<file path="src/rtl/axil_pkg.sv">
// Shared constants for the AXI-Lite configuration master: register map,
// response codes and the sequencing FSM encoding.
package axil_pkg;

   localparam int unsigned OffCtrl   = 32'h00;
   localparam int unsigned OffStatus = 32'h04;
   localparam int unsigned OffVecA   = 32'h08;
   localparam int unsigned OffVecB   = 32'h0C;
   localparam int unsigned OffLen    = 32'h10;
   localparam int unsigned OffOut    = 32'h14;
   localparam int unsigned OffResult = 32'h18;

   localparam logic [1:0] RespOkay = 2'b00;

   typedef enum logic [2:0] {
      StIdle,
      StWr,
      StWrResp,
      StPollWait,
      StRdStatus,
      StRdResult,
      StFinish
   } state_e;

endpackage

</file>
<file path="src/rtl/axil_wr_chan.sv">
// Single AXI-Lite write: AW and W complete independently, then B is accepted.
module axil_wr_chan #(
   parameter int unsigned ADDR_W = 32,
   parameter int unsigned DATA_W = 32
) (
   input  logic                clk,
   input  logic                rst,
   input  logic                req,
   input  logic [ADDR_W-1:0]   req_addr,
   input  logic [DATA_W-1:0]   req_data,
   output logic                idle,
   output logic                hs_last,
   output logic                resp_done,
   output logic [1:0]          resp,
   output logic [ADDR_W-1:0]   awaddr,
   output logic                awvalid,
   input  logic                awready,
   output logic [DATA_W-1:0]   wdata,
   output logic [DATA_W/8-1:0] wstrb,
   output logic                wvalid,
   input  logic                wready,
   input  logic [1:0]          bresp,
   input  logic                bvalid,
   output logic                bready
);

   logic aw_hs, w_hs;

   assign aw_hs     = awvalid & awready;
   assign w_hs      = wvalid & wready;
   // The remaining address/data handshakes all complete on this edge.
   assign hs_last   = (awvalid | wvalid) & (~awvalid | awready) & (~wvalid | wready);
   assign resp_done = bvalid & bready;
   assign resp      = bresp;
   assign idle      = ~(awvalid | wvalid | bready);

   always_ff @(posedge clk) begin
      if (!rst) begin
         awaddr  <= '0;
         awvalid <= 1'b0;
         wdata   <= '0;
         wstrb   <= '0;
         wvalid  <= 1'b0;
         bready  <= 1'b0;
      end else begin
         if (req) begin
            awaddr  <= req_addr;
            wdata   <= req_data;
            wstrb   <= '1;
            awvalid <= 1'b1;
            wvalid  <= 1'b1;
         end else begin
            if (aw_hs) awvalid <= 1'b0;
            if (w_hs)  wvalid  <= 1'b0;
         end
         if (hs_last) begin
            bready <= 1'b1;
         end else if (resp_done) begin
            bready <= 1'b0;
         end
      end
   end

endmodule

</file>
<file path="src/rtl/axil_cfg_master.sv">
// Programs a dot-product accelerator over AXI-Lite, polls STATUS, then reads RESULT.
module axil_cfg_master
   import axil_pkg::*;
#(
   parameter int unsigned ADDR_W   = 32,
   parameter int unsigned DATA_W   = 32,
   parameter int unsigned POLL_GAP = 4,
   parameter int unsigned MAX_POLL = 255
) (
   input  logic                clk,
   input  logic                rst,
   input  logic                start,
   input  logic [DATA_W-1:0]   vec_a_addr,
   input  logic [DATA_W-1:0]   vec_b_addr,
   input  logic [DATA_W-1:0]   vec_len,
   input  logic [DATA_W-1:0]   out_addr,
   output logic                busy,
   output logic                done,
   output logic                err,
   output logic [DATA_W-1:0]   result,
   output logic [ADDR_W-1:0]   awaddr,
   output logic                awvalid,
   input  logic                awready,
   output logic [DATA_W-1:0]   wdata,
   output logic [DATA_W/8-1:0] wstrb,
   output logic                wvalid,
   input  logic                wready,
   input  logic [1:0]          bresp,
   input  logic                bvalid,
   output logic                bready,
   output logic [ADDR_W-1:0]   araddr,
   output logic                arvalid,
   input  logic                arready,
   input  logic [DATA_W-1:0]   rdata,
   input  logic [1:0]          rresp,
   input  logic                rvalid,
   output logic                rready
);

   state_e            state_q, state_d;
   logic [2:0]        idx_q, idx_d;
   logic [DATA_W-1:0] a_q, a_d, b_q, b_d, len_q, len_d, out_q, out_d;
   logic [DATA_W-1:0] result_q, result_d;
   logic              err_q, err_d;
   logic [31:0]       gap_q, gap_d, poll_q, poll_d;
   logic              arvalid_q, arvalid_d, rready_q, rready_d;
   logic [ADDR_W-1:0] araddr_q, araddr_d;

   logic              wr_req, wr_idle, wr_hs_last, wr_resp_done;
   logic [1:0]        wr_resp;
   logic [ADDR_W-1:0] wr_addr;
   logic [DATA_W-1:0] wr_data;
   logic              rd_hs;

   assign rd_hs = rvalid & rready_q;

   axil_wr_chan #(
      .ADDR_W (ADDR_W),
      .DATA_W (DATA_W)
   ) u_wr_chan (
      .clk       (clk),
      .rst       (rst),
      .req       (wr_req),
      .req_addr  (wr_addr),
      .req_data  (wr_data),
      .idle      (wr_idle),
      .hs_last   (wr_hs_last),
      .resp_done (wr_resp_done),
      .resp      (wr_resp),
      .awaddr    (awaddr),
      .awvalid   (awvalid),
      .awready   (awready),
      .wdata     (wdata),
      .wstrb     (wstrb),
      .wvalid    (wvalid),
      .wready    (wready),
      .bresp     (bresp),
      .bvalid    (bvalid),
      .bready    (bready)
   );

   // Write sequence: VEC_A, VEC_B, LEN, OUT, then CTRL.go.
   always_comb begin
      wr_addr = ADDR_W'(OffCtrl);
      wr_data = DATA_W'(1);
      unique case (idx_q)
         3'd0:    begin wr_addr = ADDR_W'(OffVecA); wr_data = a_q;   end
         3'd1:    begin wr_addr = ADDR_W'(OffVecB); wr_data = b_q;   end
         3'd2:    begin wr_addr = ADDR_W'(OffLen);  wr_data = len_q; end
         3'd3:    begin wr_addr = ADDR_W'(OffOut);  wr_data = out_q; end
         default: ;
      endcase
   end

   always_comb begin
      state_d   = state_q;
      idx_d     = idx_q;
      a_d       = a_q;
      b_d       = b_q;
      len_d     = len_q;
      out_d     = out_q;
      result_d  = result_q;
      err_d     = err_q;
      gap_d     = gap_q;
      poll_d    = poll_q;
      arvalid_d = arvalid_q;
      rready_d  = rready_q;
      araddr_d  = araddr_q;
      wr_req    = 1'b0;

      if (arvalid_q && arready) begin
         arvalid_d = 1'b0;
         rready_d  = 1'b1;
      end
      if (rd_hs) rready_d = 1'b0;

      unique case (state_q)
         StIdle: begin
            if (start) begin
               a_d      = vec_a_addr;
               b_d      = vec_b_addr;
               len_d    = vec_len;
               out_d    = out_addr;
               idx_d    = 3'd0;
               result_d = '0;
               err_d    = 1'b0;
               state_d  = (vec_len == '0) ? StFinish : StWr;
            end
         end
         StWr: begin
            wr_req = wr_idle;
            if (wr_hs_last) state_d = StWrResp;
         end
         StWrResp: begin
            if (wr_resp_done) begin
               if (wr_resp != RespOkay) begin
                  err_d    = 1'b1;
                  result_d = '0;
                  state_d  = StFinish;
               end else if (idx_q == 3'd4) begin
                  gap_d   = '0;
                  poll_d  = '0;
                  state_d = StPollWait;
               end else begin
                  idx_d   = idx_q + 3'd1;
                  state_d = StWr;
               end
            end
         end
         StPollWait: begin
            if (gap_q + 32'd1 >= POLL_GAP) begin
               gap_d   = '0;
               state_d = StRdStatus;
            end else begin
               gap_d = gap_q + 32'd1;
            end
         end
         StRdStatus: begin
            if (!arvalid_q && !rready_q) begin
               arvalid_d = 1'b1;
               araddr_d  = ADDR_W'(OffStatus);
            end
            if (rd_hs) begin
               if (rresp != RespOkay) begin
                  err_d    = 1'b1;
                  result_d = '0;
                  state_d  = StFinish;
               end else if (rdata[0]) begin
                  state_d = StRdResult;
               end else if (poll_q + 32'd1 >= MAX_POLL) begin
                  err_d    = 1'b1;
                  result_d = '0;
                  state_d  = StFinish;
               end else begin
                  poll_d  = poll_q + 32'd1;
                  state_d = StPollWait;
               end
            end
         end
         StRdResult: begin
            if (!arvalid_q && !rready_q) begin
               arvalid_d = 1'b1;
               araddr_d  = ADDR_W'(OffResult);
            end
            if (rd_hs) begin
               err_d    = (rresp != RespOkay);
               result_d = (rresp != RespOkay) ? '0 : rdata;
               state_d  = StFinish;
            end
         end
         StFinish: state_d = StIdle;
         default:  state_d = StIdle;
      endcase
   end

   always_ff @(posedge clk) begin
      if (!rst) begin
         state_q   <= StIdle;
         idx_q     <= '0;
         a_q       <= '0;
         b_q       <= '0;
         len_q     <= '0;
         out_q     <= '0;
         result_q  <= '0;
         err_q     <= 1'b0;
         gap_q     <= '0;
         poll_q    <= '0;
         arvalid_q <= 1'b0;
         rready_q  <= 1'b0;
         araddr_q  <= '0;
      end else begin
         state_q   <= state_d;
         idx_q     <= idx_d;
         a_q       <= a_d;
         b_q       <= b_d;
         len_q     <= len_d;
         out_q     <= out_d;
         result_q  <= result_d;
         err_q     <= err_d;
         gap_q     <= gap_d;
         poll_q    <= poll_d;
         arvalid_q <= arvalid_d;
         rready_q  <= rready_d;
         araddr_q  <= araddr_d;
      end
   end

   assign busy    = (state_q != StIdle) && (state_q != StFinish);
   assign done    = (state_q == StFinish);
   assign err     = done & err_q;
   assign result  = result_q;
   assign arvalid = arvalid_q;
   assign rready  = rready_q;
   assign araddr  = araddr_q;

endmodule
</file>
<file path="config.mk">
export PLATFORM = sky130hd
export DESIGN_NAME = axil_cfg_master
export DESIGN_NICKNAME = d
export VERILOG_FILES = /design/src/rtl/axil_pkg.sv /design/src/rtl/axil_wr_chan.sv /design/src/rtl/axil_cfg_master.sv
export SDC_FILE = /design/constraint.sdc
export NUM_CORES = 1
export LEC_CHECK = 0
export CELL_PAD_IN_SITES_DETAIL_PLACEMENT = 0
export CELL_PAD_IN_SITES_GLOBAL_PLACEMENT = 2
export CORE_MARGIN = 2
export CORE_UTILIZATION = 23
export DETAILED_ROUTE_END_ITERATION = 10
export GPL_TIMING_DRIVEN = 0
export PLACE_DENSITY_LB_ADDON = 0.2
export SKIP_LAST_GASP = 1
export SLEW_MARGIN = 30
export SYNTH_ARGS = -nofsm -noshare
export SYNTH_HDL_FRONTEND = slang
export SYNTH_HIERARCHICAL = 1
export SYNTH_SLANG_ARGS = --single-unit
</file>
<file path="constraint.sdc">
create_clock -name clk -period 3.6 [get_ports clk]
set_input_delay 0.72 -clock clk [delete_from_list [all_inputs] [get_ports clk]]
set_output_delay 0.72 -clock clk [all_outputs]
set_load 0.01 [all_outputs]
</file>
# == Word-level counts from Yosys, hierarchy flattened ==
# Index checks and enable logic that the tools add are counted.
# op_classes
n_addsub,3
order_cmp,2
eq_ne,28
n_mux,62
bitwise_logic,15
reduce_logical,28
# ops
cell,count
$mux 32,19
$pmux 32 s4,2
$pmux 32 s2,3
$add 32x1->32 const B,2
$mux 3,15
$ge 32x3->1 const B,1
$ge 32x8->1 const B,1
$logic_not 32->1,1
$ne 2x2->1 const B,13
$pmux 5 s4,1
$mux 1,18
$pmux 3 s6,1
$reduce_bool 2->1,9
$reduce_and 8->1,2
$eq 3x2->1 const B,4
$eq 3x3->1 const B,4
$ne 3x3->1 const B,3
$and 1x1->1,7
$eq 3x1->1 const B,2
$logic_not 3->1,2
$pmux 3 s2,1
$reduce_and 6->1,1
$reduce_and 5->1,1
$ne 2x1->1 const B,2
other kinds (13),23
# totals
regBits,333
in_bits,172
output_inout_bits,140
word_cells,157

# == Logic depth before layout (Yosys ltp) ==
# logic_depth
word_depth,7
depth_mapped,12
depth_no_buf,9

# == Modules after synthesis ==
# Netlist, hierarchy kept.
# modules_own_cells
module,instances,cells_each,area_each_um2,seq_area_each_um2
axil_cfg_master,1,1341,11064.4,4704.5
axil_wr_chan,1,228,2653.8,1361.3

# == Least setup slack after synthesis ==
# No wires, ideal clock.
# synth_path
path_kind,register to register
from,register poll_q[3]
to,register poll_q[10]
setup_ns,0.115
arrival_ns,2.903
required_time_ns,3.485
setup_slack_ns,0.582
stages_incl_launch_ff,12
path_buffers,3
period_less_slack_ns,3.018
cell_sequence,dfxtp_1 > buf_2 > nand4_2 > or4_1 > buf_2 > or4_4 > a211oi_2 > nand4_1 > nor4_4 > nor2_4 > buf_6 > and2_1
# synth_via
elab_chain_len,6
word_cells_on_any_way,9
classes_between,1 x add/sub; 1 x order compare; 1 x eq/ne; 5 x mux; 1 x reduce/logical
# synth_lines
element,line_no,source
start: declaration,axil_cfg_master.sv:45,"logic [31:0] gap_q, gap_d, poll_q, poll_d;"
start signal: assignment,axil_cfg_master.sv:221,poll_q <= poll_d;
$add 32x1->32 *,"axil_cfg_master.sv:170, axil_cfg_master.sv:175",
branches (longest 5 deep; another with $ge 32x8->1),--,
# Mark *: on every way between the ends. The select of a mux whose other input is x is not followed.
# A chain may end at the register's enable or synchronous reset.

# == Final worst setup path ==
# layout_path
from,register poll_q[7]
to,register result_q[19] (netlist: result[19])
# layout_via
elab_chain_len,4
# layout_lines
element,line_no,source
$add 32x1->32,axil_cfg_master.sv:170,end else if (poll_q + 32'd1 >= MAX_POLL) begin
$ge 32x8->1,axil_cfg_master.sv:170,
$ne 3x3->1 (no source line),--,
$reduce_and 8->1 (no source line),--,
end signal: assignment,axil_cfg_master.sv:218,result_q <= result_d;
end: declaration,axil_cfg_master.sv:43,"logic [DATA_W-1:0] result_q, result_d;"
# Every way passes these cells.

==> metrics.md <==
| Metric | Value |
|---|---|
| Outcome | finished clean |
| CTS H-Tree Depth | 2 |
| Vias in the first global route | ~12k |
| Clock root buffer | clkbuf_16 |
| DIE WIDTH | 248 um |
| Synth top area cells | dfxtp_1 (44%), nand2_1 (9.8%), mux2i_1 (7.7%), a21boi_0 (7.1%), nor2b_1 (3.5%) |
| Total power | approximately 0.012 W |
| Placer Congestion | ~0.77 |
| CTS tree | built |
| EDFF count, synth | 0 |
| Max_cap viols | 0 |
| Main synth FF type | dfxtp_1 |
| Rel. slew slack | a little over a third |
| Synth Area in XOR/XNOR | under 10% |
| Post-CTS Hold Buffers | 0 |
| Vias/cell | about 4.4 |
| HPWL after detailed placement | between 30,000 and 40,000 um |
| Port buffer count | 279 |
| Clk Latency, worst-skew pair | around 0.56 ns |
| Fin Hold WS | between 0.4 and 0.5 ns |
| Synth Area in Compound Gates | between 15 and 20% |
| DRT Pass-1 Iters | 5 |
| Peak supply drop | between 0.0003 and 0.0004 V |
| Routed WL | approximately 52,000 um |
| Final setup viols | 0 |
| Synth Area in Simple Gates | between 20 and 25% |
| Standard-cell rows | 89 |
| Total congestion overflow | 0 |
| Largest family of logic cells by synthesized area | simple AND/OR/NAND/NOR gates |
| Hold Fails Final Rpt | 0 |
| Period minus WS final | approximately 3.4 ns |
| Total clock sinks | approximately 300 |
| Area growth syn-to-layout | 39.1% |
| Tot GR Track Use | about 17% |
| Commonest non-fill, non-tap cell in the layout | nand2_1 |
| Post-Syn Area | between 10,000 and 15,000 um2 |
| Max-slew violations | 0 |
| Die ar. | between 60,000 and 70,000 um2 |
| Synthesized instance count | about 1.6k |
| Final period utilization | between 90 and 100% |
| Synth unique cells | 69 |
| Num ports | approximately 310 |
| Crit end category | flop |
| Initial Utilization | approximately 23% |
| DRT iter0 DRCs | 470 |
| Post-synth top area cell | dfxtp_1 |
| Adder-Cell Fraction of Synth Area | 0.730% |
| Fmax | 294 MHz |
| Leak | roughly 7.0 nW |
| Layout Utilization | about a third |
| Hold crit path type | flop to flop |
| Mapped Avg Cell Area | roughly 8.7 um2 |
| Fraction of layout cells with a size suffix above 1 | 7.43% |
| Die Y | 248 um |
| Setup CP Type | flop to flop |
| Async SR Flop Fraction | 0% |
| Seq cells post-synth | 303 |
| Startpoint types | flop |
| Num CTS Buffers | 42 |
| Yosys top cell area share | between 40 and 50% |
| Most frequent cells in the layout | nand2_1 (357), dfxtp_1 (303), clkdlybuf4s50_1 (279) |
| CP max FO | 10 |
| Sequential fraction of the synthesis area | between 40 and 50% |
| Critical Path RT | 4.08 ns |
| # fillers | 6,291 |
| Layout Nets | ~2.1k |
| Initial antenna violation count | 8 |
| Clock Path Buffers | 3 |
| Power Density | 614 nW/um2 |
| CTS clk-pin slew, worst paths | about 0.05 ns |
| Clock skew | approximately 0.021 ns |
| Antenna Nets Post-Route | 0 |
| Remaining DRCs | 0 |
| Yosys Warn Count | 6 |
| CORE AREA | around 60,000 um2 |
| Wire per inst | 19.0 um |
| Largest net degree at the start of global routing | 12 |
| First-pass GRT wire length | between 70,000 and 80,000 um |
| Measured slew at the worst slew-check pin | approximately 0.96 ns |
| Multiplexer share of the synthesized area | under 10% |
| WP data arrival | just under 4 ns |
| Via Count | ~12k |
==> final timing paths <==
check,from,end,slack [ns],depth (start not counted)
setup reg to reg,poll_q[7],result[19],0.19,12
hold / removal,err_q,err_q,0.45,2
setup / recovery,poll_q[7],result[19],0.19,12
hold reg to reg,err_q,err_q,0.45,2
==> what timing repair did <==
| item | 4_1_cts | 5_1_grt |
|---|---|---|
| setup buffers | 0 | 2 |
| gates resized for setup | 0 | 6 |
| endpoints found under the setup margin | 0 | 76 |
==> cell usage after synthesis (10+ instances only) <==
cell type and n:
a21boi_0 130, a21oi_1 51, a22oi_1 63, and2_1 18, and2_4 10, and3_1 39, and4_1 10, buf_4 40
clkbuf_1 89, dfxtp_1 303, inv_1 12, mux2i_1 106, nand2_1 357, nand3_1 19, nand4_1 15, nor2_1 34
nor2b_1 76, nor3_1 20, nor4_1 16, o21ai_0 16, xnor2_1 15
==> layout make-up <==
cell class	instances	area, um2	share of cell area [%]
plain buffers	146	811	4.25
clock inverters	11	118	0.617
well taps	773	967	5.07
inverters	12	45.0	0.236
flip-flops and latches	303	6070	31.8
repair buffers	281	2810	14.7
diodes	2	5.00	0.0262
clock buffers	61	1230	6.47
multi-input cells	1165	7020	36.8
==> logic make-up (layout without fill, tap and decap cells) <==
group                    after synthesis  after routing
adder cells (fa/ha/maj)                8              8
buffers and inverters                158            511
AND/OR/NAND/NOR                      652            652
other                                  1             60
AO/OA/AOI/OAI                        317            317
flip-flops                           303            303
XOR/XNOR                              23             23
multiplexers                         107            107
==> metrics by stage <==
stage	setup TNS (ns)	instance area, um2	setup slack, ns	cells
4_1_cts	0	19000	0.00287	2750
6_report	0	19100	0.194	2754
3_3_place_gp	-0.00360	17700	-0.00360	2678
3_5_place_dp	-0.0421	17700	-0.0177	2678
2_1_floorplan	0	13900	0.582	1626
5_1_grt	-0.00193	19100	-0.00193	2752
==> power by group <==
group | internal [W] | total (W) | switching (W)
sequential | 0.00385 | 0.00415 | 0.000302
clock | 0.00251 | 0.00409 | 0.00159
combinational | 0.00151 | 0.00347 | 0.00196
total | 0.00786 | 0.0117 | 0.00385
==> layer usage <==
metal  vias to the layer above  part of all wire (%)  GRT usage, %
li1                       6107                     -             -
met2                       286                    44          25.9
met5                         -                  0.15             0
met3                        73                   7.7          5.24
met4                        12                   1.8          4.46
met1                      5670                    46          22.0
==> critical path: stages, from the launching register on <==
cell and delay [ns]:
dfxtp_1 0.30, buf_2 0.17, nand3_1 0.19, or4_1 0.53, buf_2 0.18, nor3_1 0.24
nand4_1 0.18, a2111o_1 0.54, nor3_2 0.19, a31o_2 0.18, buf_4 0.20, buf_6 0.20
mux2i_1 0.23
Note: power is estimated with default switching activity, not from simulation.
